[src/rtl/brianhg_capture_wmem_if.sv]
// DDR3 write-port bundle between the capture writer (master) and the memory port (slave).
interface brianhg_capture_wmem_if #(
  parameter int PORT_ADDR_SIZE    = 24,
  parameter int PORT_W_DATA_WIDTH = 128
);
  logic                             write_req_out;
  logic [PORT_ADDR_SIZE-1:0]        write_adr_out;
  logic [PORT_W_DATA_WIDTH-1:0]     write_data_out;
  logic [PORT_W_DATA_WIDTH/8-1:0]   write_mask_out;
  logic                             write_busy_in;

  modport master (
    output write_req_out, write_adr_out, write_data_out, write_mask_out,
    input  write_busy_in
  );

  modport slave (
    input  write_req_out, write_adr_out, write_data_out, write_mask_out,
    output write_busy_in
  );
endinterface

[src/rtl/brianhg_capture_wmem.sv]
// Raster capture writer: packs a pixel stream into masked DDR3 write words
// addressed into a bitmap, with a small word FIFO to ride out port stalls.
module brianhg_capture_wmem #(
  parameter int PORT_ADDR_SIZE    = 24,
  parameter int PORT_W_DATA_WIDTH = 128,
  parameter int FIFO_DEPTH        = 4
) (
  input  logic                   CMD_CLK,
  input  logic                   reset,
  input  logic [2:0]             CAP_pixel_bytes,
  input  logic [31:0]            CAP_mem_addr,
  input  logic [15:0]            CAP_bitmap_width,
  input  logic [13:0]            CAP_xsize,
  input  logic [13:0]            CAP_ysize,
  input  logic [13:0]            CAP_xpos,
  input  logic [13:0]            CAP_ypos,
  input  logic                   pix_sof,
  input  logic                   pix_sol,
  input  logic                   pix_valid,
  input  logic [31:0]            pix_data,
  brianhg_capture_wmem_if.master wr,
  output logic                   overflow_out,
  output logic                   busy_out
);
  localparam int AW = PORT_ADDR_SIZE;
  localparam int DW = PORT_W_DATA_WIDTH;
  localparam int WB = DW / 8;
  localparam int LW = $clog2(WB);
  localparam int FW = $clog2(FIFO_DEPTH);

  logic [1:0]  w_shift;
  logic [2:0]  w_bytes;
  logic [3:0]  w_bmask;
  logic [31:0] w_keep;

  always_comb begin
    case (CAP_pixel_bytes)
      3'd4: begin w_shift = 2'd2; w_bytes = 3'd4; w_bmask = 4'hF; w_keep = 32'hFFFF_FFFF; end
      3'd2: begin w_shift = 2'd1; w_bytes = 3'd2; w_bmask = 4'h3; w_keep = 32'h0000_FFFF; end
      default: begin w_shift = 2'd0; w_bytes = 3'd1; w_bmask = 4'h1; w_keep = 32'h0000_00FF; end
    endcase
  end

  // All address arithmetic wraps naturally at the port address width.
  logic [AW-1:0] w_offset, w_base, w_stride;
  assign w_offset = (AW'(CAP_bitmap_width) * AW'(CAP_ypos) + AW'(CAP_xpos)) << w_shift;
  assign w_base   = AW'(CAP_mem_addr) & ~AW'(w_bytes - 3'd1);
  assign w_stride = AW'(CAP_bitmap_width) << w_shift;

  logic [AW-1:0] r_offset;
  logic [AW-1:0] r_line_addr, r_line_addr_next;
  logic [13:0]   r_line_cnt, r_line_cnt_next;
  logic          r_line_active, r_line_active_next;
  logic [AW-1:0] r_byte_ptr, r_byte_ptr_next;
  logic [13:0]   r_pix_cnt, r_pix_cnt_next;
  logic [DW-1:0] r_pack_data, r_pack_data_next;
  logic [WB-1:0] r_pack_mask, r_pack_mask_next;
  logic [AW-1:0] r_pack_addr, r_pack_addr_next;
  logic          r_overflow;

  logic [LW-1:0] w_lane;
  logic [DW-1:0] w_pix_ext, w_pix_lanes;
  logic [WB-1:0] w_mask_ext, w_mask_lanes;
  logic          w_lane_end;
  logic [AW-1:0] w_word_addr;

  assign w_lane = r_byte_ptr[LW-1:0];

  always_comb begin
    w_pix_ext        = '0;
    w_pix_ext[31:0]  = pix_data & w_keep;
    w_mask_ext       = '0;
    w_mask_ext[3:0]  = w_bmask;
  end

  assign w_pix_lanes  = w_pix_ext << {w_lane, 3'b000};
  assign w_mask_lanes = w_mask_ext << w_lane;
  assign w_lane_end   = ({1'b0, w_lane} + (LW+1)'(w_bytes)) == (LW+1)'(WB);
  assign w_word_addr  = {r_byte_ptr[AW-1:LW], {LW{1'b0}}};

  logic          w_push;
  logic [AW-1:0] w_push_addr;
  logic [DW-1:0] w_push_data;
  logic [WB-1:0] w_push_mask;

  always_comb begin
    r_line_addr_next   = r_line_addr;
    r_line_cnt_next    = r_line_cnt;
    r_line_active_next = r_line_active;
    r_byte_ptr_next    = r_byte_ptr;
    r_pix_cnt_next     = r_pix_cnt;
    r_pack_data_next   = r_pack_data;
    r_pack_mask_next   = r_pack_mask;
    r_pack_addr_next   = r_pack_addr;
    w_push             = 1'b0;
    w_push_addr        = r_pack_addr;
    w_push_data        = r_pack_data;
    w_push_mask        = r_pack_mask;
    if (pix_sof) begin
      w_push             = |r_pack_mask;
      r_pack_data_next   = '0;
      r_pack_mask_next   = '0;
      r_line_addr_next   = w_base + r_offset;
      r_line_cnt_next    = '0;
      r_line_active_next = 1'b0;
    end else if (pix_sol) begin
      w_push           = |r_pack_mask;
      r_pack_data_next = '0;
      r_pack_mask_next = '0;
      if (r_line_cnt < CAP_ysize) begin
        r_byte_ptr_next    = r_line_addr;
        r_pix_cnt_next     = '0;
        r_line_active_next = 1'b1;
        r_line_addr_next   = r_line_addr + w_stride;
        r_line_cnt_next    = r_line_cnt + 14'd1;
      end else begin
        r_line_active_next = 1'b0;
      end
    end else if (pix_valid && r_line_active && (r_pix_cnt < CAP_xsize)) begin
      r_byte_ptr_next  = r_byte_ptr + AW'(w_bytes);
      r_pix_cnt_next   = r_pix_cnt + 14'd1;
      r_pack_addr_next = w_word_addr;
      // Pixels never straddle a word: every pointer stays pixel-aligned.
      if (w_lane_end || (r_pix_cnt + 14'd1 == CAP_xsize)) begin
        w_push           = 1'b1;
        w_push_addr      = w_word_addr;
        w_push_data      = r_pack_data | w_pix_lanes;
        w_push_mask      = r_pack_mask | w_mask_lanes;
        r_pack_data_next = '0;
        r_pack_mask_next = '0;
      end else begin
        r_pack_data_next = r_pack_data | w_pix_lanes;
        r_pack_mask_next = r_pack_mask | w_mask_lanes;
      end
    end
  end

  logic [AW-1:0] r_fifo_addr [FIFO_DEPTH];
  logic [DW-1:0] r_fifo_data [FIFO_DEPTH];
  logic [WB-1:0] r_fifo_mask [FIFO_DEPTH];
  logic [FW-1:0] r_wr_ptr, r_rd_ptr;
  logic [FW:0]   r_count;
  logic          w_not_empty, w_full, w_pop, w_push_ok, w_drop;

  assign w_not_empty = r_count != '0;
  assign w_full      = r_count == (FW+1)'(FIFO_DEPTH);
  assign w_pop       = w_not_empty && !wr.write_busy_in;
  // A pop on the same edge frees the slot a full-FIFO push needs.
  assign w_push_ok   = w_push && (!w_full || w_pop);
  assign w_drop      = w_push && w_full && !w_pop;

  always_ff @(posedge CMD_CLK) begin
    if (w_push_ok) begin
      r_fifo_addr[r_wr_ptr] <= w_push_addr;
      r_fifo_data[r_wr_ptr] <= w_push_data;
      r_fifo_mask[r_wr_ptr] <= w_push_mask;
    end
  end

  always_ff @(posedge CMD_CLK) begin
    if (reset) begin
      r_offset      <= '0;
      r_line_addr   <= '0;
      r_line_cnt    <= '0;
      r_line_active <= 1'b0;
      r_byte_ptr    <= '0;
      r_pix_cnt     <= '0;
      r_pack_data   <= '0;
      r_pack_mask   <= '0;
      r_pack_addr   <= '0;
      r_overflow    <= 1'b0;
      r_wr_ptr      <= '0;
      r_rd_ptr      <= '0;
      r_count       <= '0;
    end else begin
      r_offset      <= w_offset;
      r_line_addr   <= r_line_addr_next;
      r_line_cnt    <= r_line_cnt_next;
      r_line_active <= r_line_active_next;
      r_byte_ptr    <= r_byte_ptr_next;
      r_pix_cnt     <= r_pix_cnt_next;
      r_pack_data   <= r_pack_data_next;
      r_pack_mask   <= r_pack_mask_next;
      r_pack_addr   <= r_pack_addr_next;
      if (pix_sof) r_overflow <= 1'b0;
      if (w_drop)  r_overflow <= 1'b1;
      if (w_push_ok) r_wr_ptr <= r_wr_ptr + FW'(1);
      if (w_pop)     r_rd_ptr <= r_rd_ptr + FW'(1);
      r_count <= r_count + (FW+1)'(w_push_ok) - (FW+1)'(w_pop);
    end
  end

  assign wr.write_req_out  = w_not_empty;
  assign wr.write_adr_out  = w_not_empty ? r_fifo_addr[r_rd_ptr] : '0;
  assign wr.write_data_out = w_not_empty ? r_fifo_data[r_rd_ptr] : '0;
  assign wr.write_mask_out = w_not_empty ? r_fifo_mask[r_rd_ptr] : '0;
  assign overflow_out      = r_overflow;
  assign busy_out          = (|r_pack_mask) || w_not_empty;
endmodule

[src/flat_wrapper.sv]
// flat-port wrapper written by rule: the top's interface ports become plain ports
module brianhg_capture_wmem_flat 
#(
  parameter int PORT_ADDR_SIZE    = 24,
  parameter int PORT_W_DATA_WIDTH = 128,
  parameter int FIFO_DEPTH        = 4
)
  (CMD_CLK, reset, CAP_pixel_bytes, CAP_mem_addr, CAP_bitmap_width, CAP_xsize, CAP_ysize, CAP_xpos, CAP_ypos, pix_sof, pix_sol, pix_valid, pix_data, overflow_out, busy_out, wr_write_req_out, wr_write_adr_out, wr_write_data_out, wr_write_mask_out, wr_write_busy_in);
  brianhg_capture_wmem_if #(.PORT_ADDR_SIZE(PORT_ADDR_SIZE), .PORT_W_DATA_WIDTH(PORT_W_DATA_WIDTH)) wr_i ();
  input  logic CMD_CLK;
  input  logic reset;
  input  logic [2:0] CAP_pixel_bytes;
  input  logic [31:0] CAP_mem_addr;
  input  logic [15:0] CAP_bitmap_width;
  input  logic [13:0] CAP_xsize;
  input  logic [13:0] CAP_ysize;
  input  logic [13:0] CAP_xpos;
  input  logic [13:0] CAP_ypos;
  input  logic pix_sof;
  input  logic pix_sol;
  input  logic pix_valid;
  input  logic [31:0] pix_data;
  output logic overflow_out;
  output logic busy_out;
  output wire logic [$bits(wr_i.write_req_out)-1:0] wr_write_req_out;
  output wire logic [$bits(wr_i.write_adr_out)-1:0] wr_write_adr_out;
  output wire logic [$bits(wr_i.write_data_out)-1:0] wr_write_data_out;
  output wire logic [$bits(wr_i.write_mask_out)-1:0] wr_write_mask_out;
  input wire logic [$bits(wr_i.write_busy_in)-1:0] wr_write_busy_in;
  assign wr_write_req_out = wr_i.write_req_out;
  assign wr_write_adr_out = wr_i.write_adr_out;
  assign wr_write_data_out = wr_i.write_data_out;
  assign wr_write_mask_out = wr_i.write_mask_out;
  assign wr_i.write_busy_in = wr_write_busy_in;
  brianhg_capture_wmem #(.PORT_ADDR_SIZE(PORT_ADDR_SIZE), .PORT_W_DATA_WIDTH(PORT_W_DATA_WIDTH), .FIFO_DEPTH(FIFO_DEPTH)) u_core (.CMD_CLK(CMD_CLK), .reset(reset), .CAP_pixel_bytes(CAP_pixel_bytes), .CAP_mem_addr(CAP_mem_addr), .CAP_bitmap_width(CAP_bitmap_width), .CAP_xsize(CAP_xsize), .CAP_ysize(CAP_ysize), .CAP_xpos(CAP_xpos), .CAP_ypos(CAP_ypos), .pix_sof(pix_sof), .pix_sol(pix_sol), .pix_valid(pix_valid), .pix_data(pix_data), .wr(wr_i), .overflow_out(overflow_out), .busy_out(busy_out));
endmodule
[config.mk]
export PLATFORM = sky130hd
export DESIGN_NAME = brianhg_capture_wmem_flat
export DESIGN_NICKNAME = d
export VERILOG_FILES = /design/src/rtl/brianhg_capture_wmem_if.sv /design/src/rtl/brianhg_capture_wmem.sv /design/src/flat_wrapper.sv
export SDC_FILE = /design/constraint.sdc
export NUM_CORES = 2
export LEC_CHECK = 0
export BUFFER_PORTS_ARGS = -buffer_cell sky130_fd_sc_hd__buf_4
export CAP_MARGIN = 15
export CORE_ASPECT_RATIO = 1.4
export CORE_MARGIN = 1
export CORE_UTILIZATION = 25
export CTS_CLUSTER_DIAMETER = 100
export DETAILED_ROUTE_END_ITERATION = 10
export PLACE_DENSITY = 0.44
export SETUP_SLACK_MARGIN = 0.1
export SLEW_MARGIN = 20
export SYNTH_ARGS = -nofsm -noshare
export SYNTH_HDL_FRONTEND = slang
export SYNTH_SLANG_ARGS = --single-unit
[constraint.sdc]
create_clock -name CMD_CLK -period 9.9 [get_ports CMD_CLK]
set_clock_uncertainty 0.2 [all_clocks]
set_input_delay 0.99 -clock CMD_CLK [delete_from_list [all_inputs] [get_ports CMD_CLK]]
set_output_delay 0.99 -clock CMD_CLK [all_outputs]
set_load 0.005 [all_outputs]
==> summary.md <==
| Metric | Value |
|---|---|
| First-pass GRT wire length | ~220 mm |
| Final Net Count | between 4000 and 5000 |
| Hold_buf cts | 0 |
| Worst endpoint required time | 10.05 ns |
| Avg Inst Size Synth | 12.4 sq um |
| Number of buffers created by CTS | a little over 90 |
| Maximum VDD drop | ~250 uV |
| Max Root-Sink Buffers | 3 |
| Max-cap viol count | 0 |
| Count of final setup violators | 0 |
| Yosys reg bits | slightly above 900 |
| Cell Area, Synth | 48500 sq um |
| DR iter-0 viols | 2012 |
| Via count | 31700 |
| Io pins | approximately 320 |
| Final WL | between 100 and 150 mm |
| Clock slew at reported path FFs | 0.06 ns |
| Starting Density | roughly a quarter |
| Via count of the first global-routing pass | 32300 |
| Initial antenna violation count | 35 |
| Final Max Slew Viols | 0 |
| CTS tree | built |
| Critical Path Most Common Cell | buf_4 |
| Top_reg_cell synth | edfxtp_1 |
| Die Span Y | roughly 520 microns |
| Gr usage total | approximately 15% |
| Setup CP Type | in -> reg |
| Root buf cell | clkbuf_16 |
| DR WL/cell | 22.1 microns |
| Status | finished clean |
| Hold slack | approximately 0.25 ns |
| DRT antenna net count | 0 |
| Slowest cell on crit path | and3_2 |
| Crit end category | flop |
| Share of layout cells above drive strength 1 | a little under a fifth |
| Die area | around 200000 sq um |
| Grt ovf | 0 |
| Post-synth EDFFs | 656 |
| Largest net degree at the start of global routing | a little under 100 |
| Routability cong. | a little over 0.8 |
| Min cycle time layout | ~7 ns |
| Post-synth ARST share | 0% |
| # port buffers | just over 300 |
| Worst Hold Path Cells | 2 |
| Vias per std cell | 4.71 |
| Synth cell types | 87 |
| Most frequent cells in the layout | 656 x edfxtp_1, 353 x buf_4, 301 x and2_1 |
| Final worst path period share | 71.0% |
| Htree depth | 3 |
| Most common cell after layout, fill and taps aside | edfxtp_1 |
| WP depth | 14 |
| Post-DP HPWL | 106 mm |
| Critical Path Fanout Max | 50 |
| First drt pass iteration count | 5 |
| RSZ-0062 raised after global routing | no |
| Critical path startpoint category | input port |
| Worst path arrival time | 7.18 ns |
| Die Wd | around 370 microns |
| Total power | 14.8 mW |
| Area after DPL | ~54000 sq um |
| Drt drc | 0 |
| Worst skew pair latency | between 0.7 and 0.8 ns |
| Core footprint | between 150000 and 200000 sq um |
| CP Cell Sequence | buf_4 > or3b_2 > buf_4 > nand2_1 > inv_1 > ha_1 > fa_1 > xor2_1 > or4_1 > o31ai_4 > and3_2 > o21a_2 > and2_4 > buf_4 |
| Max_slew headroom | around a quarter |
| Final hold vios | 0 |
| Fin area | ~57000 sq um |
| Synth Instances | approximately 4000 |
| Post-CTS Setup Inserts | 0 |
| R2R depth | 10 |
| TNS Setup | 0 ns |
| Number of synthesis warnings | 0 |
| Worst Path Buf+Inv | 4 |
| Row cnt | 190 |
| HP Class | reg -> reg |
| Slowest stage delay, CP | between 0.8 and 0.9 ns |
| Pleak | ~22 nW |
| Area Growth Syn to Fin | 17.4% |
| Pwr dens | approximately 260 nW/um^2 |
| Fmax achieved | 142 MHz |
| CP top delay family | simple AND/OR/NAND/NOR gates |
| CTS sink cnt | between 900 and 1000 |
| Register area share after synthesis | approximately 52% |
| Post-CTS resize count | 0 |
| Tightest Pin Transition | around 1.1 ns |
## tightest hold or removal path, stage by stage, from the launching register on
cell and delay (ns):
dfxtp_1 0.30, inv_1 0.05, a21oi_1 0.05
## path summary, 6_finish.rpt
check        slack [ns]                  endpoint                   start
max                2.87  u_core.r_fifo_addr[3][8]      CAP_pixel_bytes[1]
max reg2reg        4.51  u_core.r_fifo_addr[3][8]     u_core.r_pix_cnt[0]
min reg2reg        0.25    u_core.r_pack_data[84]  u_core.r_pack_data[84]
min                0.25    u_core.r_pack_data[84]  u_core.r_pack_data[84]
## synthesized netlist by cell type (21+ instances only)
library cell	instances	area [sq um]
edfxtp_1	656	19700
nand2_1	254	953
inv_1	236	886
fa_1	170	3400
dfxtp_1	275	5510
xor2_1	33	289
nand3_1	52	260
and3_1	35	219
buf_2	21	105
a22o_1	30	263
and2_1	305	1910
mux2i_1	49	490
mux4_2	177	3990
a21o_1	123	923
a21oi_1	201	1010
a31oi_1	46	288
a211oi_1	47	353
xnor2_1	61	534
a22oi_1	25	188
nor3_1	44	220
clkbuf_1	160	601
o21bai_1	42	315
o21a_1	47	353
buf_1	33	124
nor2_1	286	1070
ha_1	148	1850
o21ai_0	87	435
mux2_2	28	315
## kinds of logic after synthesis
| logic type | share of synthesized area [%] |
|---|---|
| AOI/OAI and AO/OA | 10.7 |
| xor gates and xnor gates | 1.70 |
| adders and majority gates | 10.8 |
| buffers and inverters | 3.74 |
| DFF | 52.0 |
| muxes | 9.93 |
| other | 0.00774 |
| and+or+nand+nor | 11.1 |
## power breakdown
group / switching (mW) / internal [mW] / total, mW
clock: 1.61 / 2.16 / 3.77
sequential: 0.115 / 4.22 / 4.34
combinational: 3.63 / 3.06 / 6.69
## through the flow
stage	instances	worst slack, ns	util (%)
floorplan	3918	1.16	-
global placement	6549	2.10	27.9
detailed placement	6550	2.05	27.9
CTS	6724	2.81	29.6
global route	6725	2.62	29.6
finish	6728	2.87	29.6
## flip-flops by register name (all words and copies together), names as in the netlist, 2 cells and up, named ones only
register,flops
u_core.r_byte_ptr,24
u_core.r_count,3
u_core.r_fifo_addr,80
u_core.r_fifo_data,512
u_core.r_fifo_mask,64
u_core.r_line_addr,24
u_core.r_line_cnt,14
u_core.r_offset,24
u_core.r_pack_addr,20
u_core.r_pack_data,128
u_core.r_pack_mask,16
u_core.r_pix_cnt,14
u_core.r_rd_ptr,2
u_core.r_wr_ptr,2
## layer usage
| layer | up-vias | part of all wire, % | track usage [%] |
|---|---|---|---|
| met3 | 194 | 5.5 | 2.87 |
| met1 | 16000 | 43 | 19.2 |
| met4 | 44 | 1.9 | 3.49 |
| met5 | - | 0.19 | 0 |
| li1 | 14700 | - | - |
| met2 | 785 | 49 | 26.0 |
## area by class of cell
type                       instances  area, sq um
inverter                         238          896
antenna                            4         10.0
multi-input combinational       2524        21600
fill                           19600       135000
sequential                       931        25200
clock inverter                    50          663
tap                             2496         3120
timing repair buffer             361         2800
clock buffer                     124         2640
Power figures use the tool's default switching activity.
